===== config.mk =====
export PLATFORM = sky130hd
export DESIGN_NAME = alu_sequencer
export DESIGN_NICKNAME = d
export VERILOG_FILES = /design/src/rtl/alu_sequencer.sv
export SDC_FILE = /design/constraint.sdc
export NUM_CORES = 1
export LEC_CHECK = 0
export CAP_MARGIN = 20
export CORE_MARGIN = 5
export CORE_UTILIZATION = 43
export CTS_CLUSTER_DIAMETER = 60
export DETAILED_ROUTE_END_ITERATION = 7
export GPL_TIMING_DRIVEN = 0
export PLACE_DENSITY = 0.86
export SYNTH_ARGS = -nofsm -noshare
export SYNTH_HDL_FRONTEND = slang
export SYNTH_SLANG_ARGS = --single-unit

===== constraint.sdc =====
create_clock -name clk -period 2.7 [get_ports clk]
set_clock_uncertainty 0.05 [all_clocks]
set_input_delay 0.27 -clock clk [delete_from_list [all_inputs] [get_ports clk]]
set_output_delay 0.27 -clock clk [all_outputs]
set_load 0.01 [all_outputs]

===== src/rtl/alu_sequencer.sv =====
// Command front-end for the alu: one operation per handshake, multi-pass shifts,
// and an architectural carry flag that chains ADC/SBB across commands.
`ifndef WORD_WIDTH
`define WORD_WIDTH 16
`endif

module alu_sequencer #(
  parameter int width       = `WORD_WIDTH,
  parameter int flags_width = 5,
  parameter int cnt_width   = 5
) (
  input  logic                   clk,
  input  logic                   rst_n,
  input  logic                   cmd_valid,
  output logic                   cmd_ready,
  input  logic [3:0]             cmd_opcode,
  input  logic [width-1:0]       cmd_a,
  input  logic [width-1:0]       cmd_b,
  input  logic [cnt_width-1:0]   cmd_count,
  input  logic                   cmd_use_carry,
  output logic                   alu_oe,
  output logic [3:0]             alu_opcode,
  output logic [width-1:0]       alu_in1,
  output logic [width-1:0]       alu_in2,
  output logic                   alu_carry,
  input  logic [width-1:0]       alu_out,
  input  logic [flags_width-1:0] alu_flags,
  output logic                   rsp_valid,
  input  logic                   rsp_ready,
  output logic [width-1:0]       rsp_result,
  output logic [flags_width-1:0] rsp_flags,
  output logic                   carry_flag
);

  typedef enum logic [1:0] {
    IDLE = 2'd0,
    EXEC = 2'd1,
    DONE = 2'd2
  } state_t;

  state_t                 state_reg, state_next;
  logic [3:0]             op_reg;
  logic [width-1:0]       acc_reg;
  logic [width-1:0]       op_b_reg;
  logic                   use_c_reg;
  logic [cnt_width-1:0]   remaining_reg;
  logic [flags_width-1:0] flags_reg;
  logic                   carry_reg;

  logic cmd_is_shift;
  logic op_is_shift;
  logic op_is_arith;
  logic cmd_accept;
  logic last_pass;
  logic exec;

  assign cmd_is_shift = (cmd_opcode >= 4'd7) && (cmd_opcode <= 4'd9);
  assign op_is_shift  = (op_reg >= 4'd7) && (op_reg <= 4'd9);
  assign op_is_arith  = (op_reg <= 4'd2);
  assign cmd_accept   = (state_reg == IDLE) && cmd_valid;
  assign last_pass    = (remaining_reg == cnt_width'(1));
  assign exec         = (state_reg == EXEC);

  always_ff @(posedge clk or negedge rst_n) begin
    if (!rst_n) begin
      state_reg     <= IDLE;
      op_reg        <= 4'd0;
      acc_reg       <= '0;
      op_b_reg      <= '0;
      use_c_reg     <= 1'b0;
      remaining_reg <= '0;
      flags_reg     <= '0;
      carry_reg     <= 1'b0;
    end else begin
      state_reg <= state_next;
      case (state_reg)
        IDLE: begin
          if (cmd_accept) begin
            op_reg        <= cmd_opcode;
            acc_reg       <= cmd_a;
            op_b_reg      <= cmd_b;
            use_c_reg     <= cmd_use_carry;
            remaining_reg <= cmd_is_shift ? cmd_count : cnt_width'(1);
          end
        end
        EXEC: begin
          acc_reg       <= alu_out;
          flags_reg     <= alu_flags;
          remaining_reg <= remaining_reg - cnt_width'(1);
          // Architectural carry comes from the final pass only.
          if (last_pass) begin
            carry_reg <= alu_flags[0];
          end
        end
        default: begin
        end
      endcase
    end
  end

  always_comb begin
    state_next = state_reg;
    case (state_reg)
      IDLE: begin
        if (cmd_valid) begin
          state_next = (cmd_is_shift && (cmd_count == '0)) ? DONE : EXEC;
        end
      end
      EXEC: begin
        if (last_pass) begin
          state_next = DONE;
        end
      end
      DONE: begin
        if (rsp_ready) begin
          state_next = IDLE;
        end
      end
      default: state_next = IDLE;
    endcase
  end

  // Alu operand buses are forced to zero whenever no pass is in flight.
  genvar gi;
  generate
    for (gi = 0; gi < width; gi++) begin : g_alu_bus
      assign alu_in1[gi] = exec & acc_reg[gi];
      assign alu_in2[gi] = exec & ~op_is_shift & op_b_reg[gi];
    end
  endgenerate

  assign alu_oe     = exec;
  assign alu_opcode = exec ? op_reg : 4'd0;
  assign alu_carry  = exec & use_c_reg & op_is_arith & carry_reg;

  assign cmd_ready  = (state_reg == IDLE);
  assign rsp_valid  = (state_reg == DONE);
  assign rsp_result = acc_reg;
  assign rsp_flags  = flags_reg;
  assign carry_flag = carry_reg;

endmodule


# --- After elaboration in Yosys (flattened, before gate mapping) ---
# Index checks and enable logic that the tools add are counted.
word_totals:
  output_inout_bits: 62
  register_bits: 50
  inputBits: 67
  wordCells: 80
classes:
  bitwise_logic: 37
  add_sub_neg: 1
  order_cmp: 5
  n_reduce_logical: 11
  eq_ne: 7
  mux: 11
ops:
  columns: ["cell", "n"]
  rows:
  - ["1-bit AND", 36]
  - ["16-bit one-hot mux with 2 select lines", 1]
  - ["16-bit 2-to-1 mux", 1]
  - ["5-bit 2-to-1 mux", 2]
  - ["5-bit one-hot mux with 2 select lines", 1]
  - ["4-bit by 3-bit greater-or-equal comparator with 1-bit output (second input constant)", 2]
  - ["4-bit <= comparator (second input constant)", 2]
  - ["2-bit 2-to-1 mux", 4]
  - ["2-bit one-hot mux with 3 select lines", 1]
  - ["2-bit AND reduction", 3]
  - ["5-bit by 1-bit equality test with 1-bit output (second input constant)", 1]
  - ["5-bit zero test", 1]
  - ["5-bit by 1-bit subtractor with 5-bit output (second input constant)", 1]
  - ["4-bit by 2-bit <= comparator with 1-bit output (second input constant)", 1]
  - ["1-bit logical AND", 4]
  - ["4-bit 2-to-1 mux", 1]
  - ["2-bit by 1-bit inequality test with 1-bit output (second input constant)", 2]
  - ["2-bit inequality test (second input constant)", 2]
  - ["3-bit AND reduction", 1]
  - ["2-bit by 1-bit equality test with 1-bit output (second input constant)", 1]
  - ["2-bit equality test (second input constant)", 1]
  - ["2-bit zero test", 1]
  - ["2-bit nonzero test", 1]
  - ["1-bit NOT", 1]

# --- Logic depth before layout (Yosys ltp) ---
logic_depth:
  depth_word: 6
  mapped_depth: 7
  depth_no_buf: 6

# --- Worst setup path after synthesis ---
# No wires, ideal clock.
synth_timing:
  path_kind: "register to output"
  start: "reg state_reg[1]"
  end: "out alu_in2[0]"
  path_stages_with_launch: 7
  t_required_ns: 2.380
  arrival_ns: 1.323
  n_path_buf: 3
  path_slack_ns: 1.057
  cell_sequence: "dfrtp_1 buf_6 nand2b_4 buf_6 a211oi_2 buf_6 and2_1"
synth_via:
  elab_chain_cells: 3
synth_rtl:
  columns: ["element", "line_no", "rtl"]
  rows:
  - ["from (decl)", "41", "state_t state_reg, state_next;"]
  - ["from (signal assigned)", "75", "state_reg <= state_next;"]
  - ["2-bit by 1-bit equality test with 1-bit output", "62", "assign exec = (state_reg == EXEC);"]
  - ["1-bit AND (2 in a row)", "128", "assign alu_in2[gi] = exec & ~op_is_shift & op_b_reg[gi];"]
  - ["to (decl)", "24", "output logic [width-1:0] alu_in2,"]
# Every way passes these cells.

# --- Worst setup path in the final report ---
layout_timing:
  start: "reg state_reg[1]"
  end: "out alu_carry"
layout_via:
  elab_chain_cells: 4
layout_rtl:
  columns: ["element", "line_no", "rtl"]
  rows:
  - ["2-bit by 1-bit equality test with 1-bit output", "62", null]
  - ["1-bit AND (3 in a row)", "134", "assign alu_carry = exec & use_c_reg & op_is_arith & carry_reg;"]
  - ["to (decl)", "25", "output logic alu_carry,"]
# Every way passes these cells.

==> run summary <==
gr ovfl total: 0
Worst Path Arrival: 2240 ps
final hold violations: 0
Worst setup SP type: flop
crit path capture type: output pin
Worst-Skew Late Latency: 300 ps
Slew HR: 0.6414
Post-Synth Adder-Cell Area: 0.009995
routed len/inst: 15.40 µm
VDD IR max: 540.3 µV
Buf/Inv on CP: 5
synthesized cell area: 0.002504 mm²
Yosys warnings: 0
RSZ-0062 raised after global routing: no
Final Cycle Share: 0.9467
Simple-Gate Fraction of Synth Area: 0.3543
Syn Area/Cell: 8.373 µm²
fin cells: 510
Placement Rows: 27
placed cell areas: 0.003890 mm²
share of cells above drive strength 1: 0.06393
core area: 0.005574 mm²
crit path cell chain: buf_6, nand2b_4, buf_6, inv_2, buf_2, and3_1, clkdlybuf4s50_1
HP Class: primary input to async pin
RePlAce Congestion: 0.8635
nets@finish: 506
remaining antenna violation count: 0
share of the yosys chip area belonging to registers: 0.4998
Die X: 86.31 µm
io pins: 129
largest net degree at the start of global routing: 31
status: completed
Pleak: 1.802 nW
WP data required: 2380 ps
compound-gate portion of the synthesized area: 0.08446
Crit Path Class: flop to output pin
library cells used by synthesis: 37
WL final: 7.852 mm
Die Y: 86.31 µm
largest fanout on the critical path: 10
clock sink total: 50
Placed Cells: 500
Fmax: 391.2 MHz
cts bufs inserted: 5
slowest library cell on the worst path: clkdlybuf4s50_1
DR iter-0 viols: 109
Max Root-Sink Buffers: 2
clock tree from TritonCTS: built
CP delay by family, top: buffers and inverters
CTS clk-pin slew, worst paths: 90 ps
worst slew pin tran: 530.4 ps
initial antenna violation count: 0
most frequent CP cell: buf_6
Post-synth EDFFs: 0
Async S/R FF share, synth: 1.000
Slew Viols, Final: 0
Final Instance Area: 0.004008 mm²
TritonRoute pass-1 iters: 4
DRC: 0
CTS root buf: clkbuf_8
area grow syn2layout: 60.07%
gr usage total: 0.2132
min Tclk post-route: 2556 ps
mux contribution to synthesized area: 0.008496
Net Count, Synth: 368
ys flop type: dfrtp_1
Port Buffers: 128
Power Density: 1104 mW/mm²
die area: 0.007449 mm²
max cap viols: 0
via count: 2545
hpwl dp: 6.147 mm
xor/xnor share of the synthesized area: 0
n_diodes: 0
FF+latch count, synth: 50
Starting Density: 0.4492
largest family of logic cells by synthesized area: simple AND/OR/NAND/NOR gates
Setup violations, final: 0
number of global-route vias before repair: 2563
slowest stage delay, CP: 560 ps
first-pass GRT wire length: 12.56 mm
Syn Inst Count: 299
CTS H-tree depth: 2
number of vias per cell: 4.990
==> cells in the mapped netlist (all sizes together), types with 2 or more instances <==
library cell  count  area [µm²]
nor3b             2       15.01
nand2b            3       26.27
o21ai             3       15.01
nand3b            2       15.01
a21oi             4       20.02
and2             37       231.5
nand2           115       431.7
dfrtp            50        1251
inv               4       15.01
a211oi            4       35.03
nor2             25       101.4
clkbuf            5       18.77
buf              11       73.82
ha                2       25.02
a31oi            16       100.1
==> cell usage in the layout (no fill, tap or decap), drive strengths merged, types with 2 or more instances in the layout <==
| master | n |
|---|---|
| nand3b | 2 |
| nor2 | 25 |
| buf | 14 |
| o21ai | 3 |
| a21oi | 4 |
| clkdlybuf4s50 | 127 |
| nand2 | 115 |
| inv | 4 |
| nor3b | 2 |
| ha | 2 |
| dfrtp | 50 |
| nand2b | 3 |
| a211oi | 4 |
| clkbuf | 12 |
| and2 | 37 |
| a31oi | 16 |
==> layer usage <==
layer	vias up	GRT usage	wire, µm
met2	123	0.3693	3630
met5	-	0	0
met4	0	0.03541	41
met3	6	0.09125	1007
met1	1174	0.2503	3171
li1	1242	-	-
==> final cells by class <==
type / instances / area, µm²
fill: 408 / 1567
multi-input combinational: 229 / 1152
tap: 72 / 90.09
timing repair buffer: 131 / 1314
clock inverter: 1 / 5.005
inverter: 4 / 15.01
sequential: 50 / 1251
buffer: 16 / 93.84
clock buffer: 7 / 86.33
==> power breakdown <==
part	switching [mW]	total [mW]	internal, mW
combinational	1.22	2.58	1.36
sequential	0.269	1.39	1.12
clock	0.248	0.455	0.207
total	1.73	4.43	2.69
==> logic make-up after synthesis <==
family                     after synthesis
and+or+nand+nor                        193
DFF                                     50
AOI/OAI and AO/OA                       32
buffers and inverters                   20
muxes                                    2
adders and majority gates                2
==> repair_timing <==
item,4_1_cts,5_1_grt
hold buffers,1,0
endpoints found under the hold margin,20,0
pin swaps,0,1
gates cloned,0,0
resized for setup,1,2
endpoints found under the setup margin,1,3
setup buffers,0,1
==> final timing paths <==
check	end	start	cells past startpoint	slack [ps]
setup / recovery	alu_carry	state_reg[1]$_DFFE_PN0P_	7	140
hold / removal	op_b_reg[2]$_DFFE_PN0P_	rst_n	2	420
setup reg to reg	carry_flag$_DFFE_PN0P_	remaining_reg[1]$_DFFE_PN0P_	5	1060
hold reg to reg	op_b_reg[13]$_DFFE_PN0P_	op_b_reg[13]$_DFFE_PN0P_	2	420
max in group asynchronous	rsp_result[15]$_DFFE_PN0P_	rst_n	3	1640
min in group clk	op_b_reg[13]$_DFFE_PN0P_	op_b_reg[13]$_DFFE_PN0P_	2	420
==> through the flow <==
step	util	TNS (ps)	hold WS, ps	setup slack, ps	power (mW)
after global routing	0.7190	0	434.9	40.35	4.800
final	0.7190	0	418.8	143.9	4.426
after floorplan	-	0	-75.59	1057	2.675
after detailed placement	0.6979	0	230.1	345.9	3.978
after CTS	0.7174	0	426.5	63.36	4.460
after global placement	0.6952	-10590	398.6	-214.0	3.897
==> worst register-to-register path: stages, from the launching register on <==
cell and delay (ps):
dfrtp_1 390, inv_1 100, ha_1 150, nor4b_1 450, nand2_1 120, mux2_2 280
Note: power is estimated with default switching activity, not from simulation.
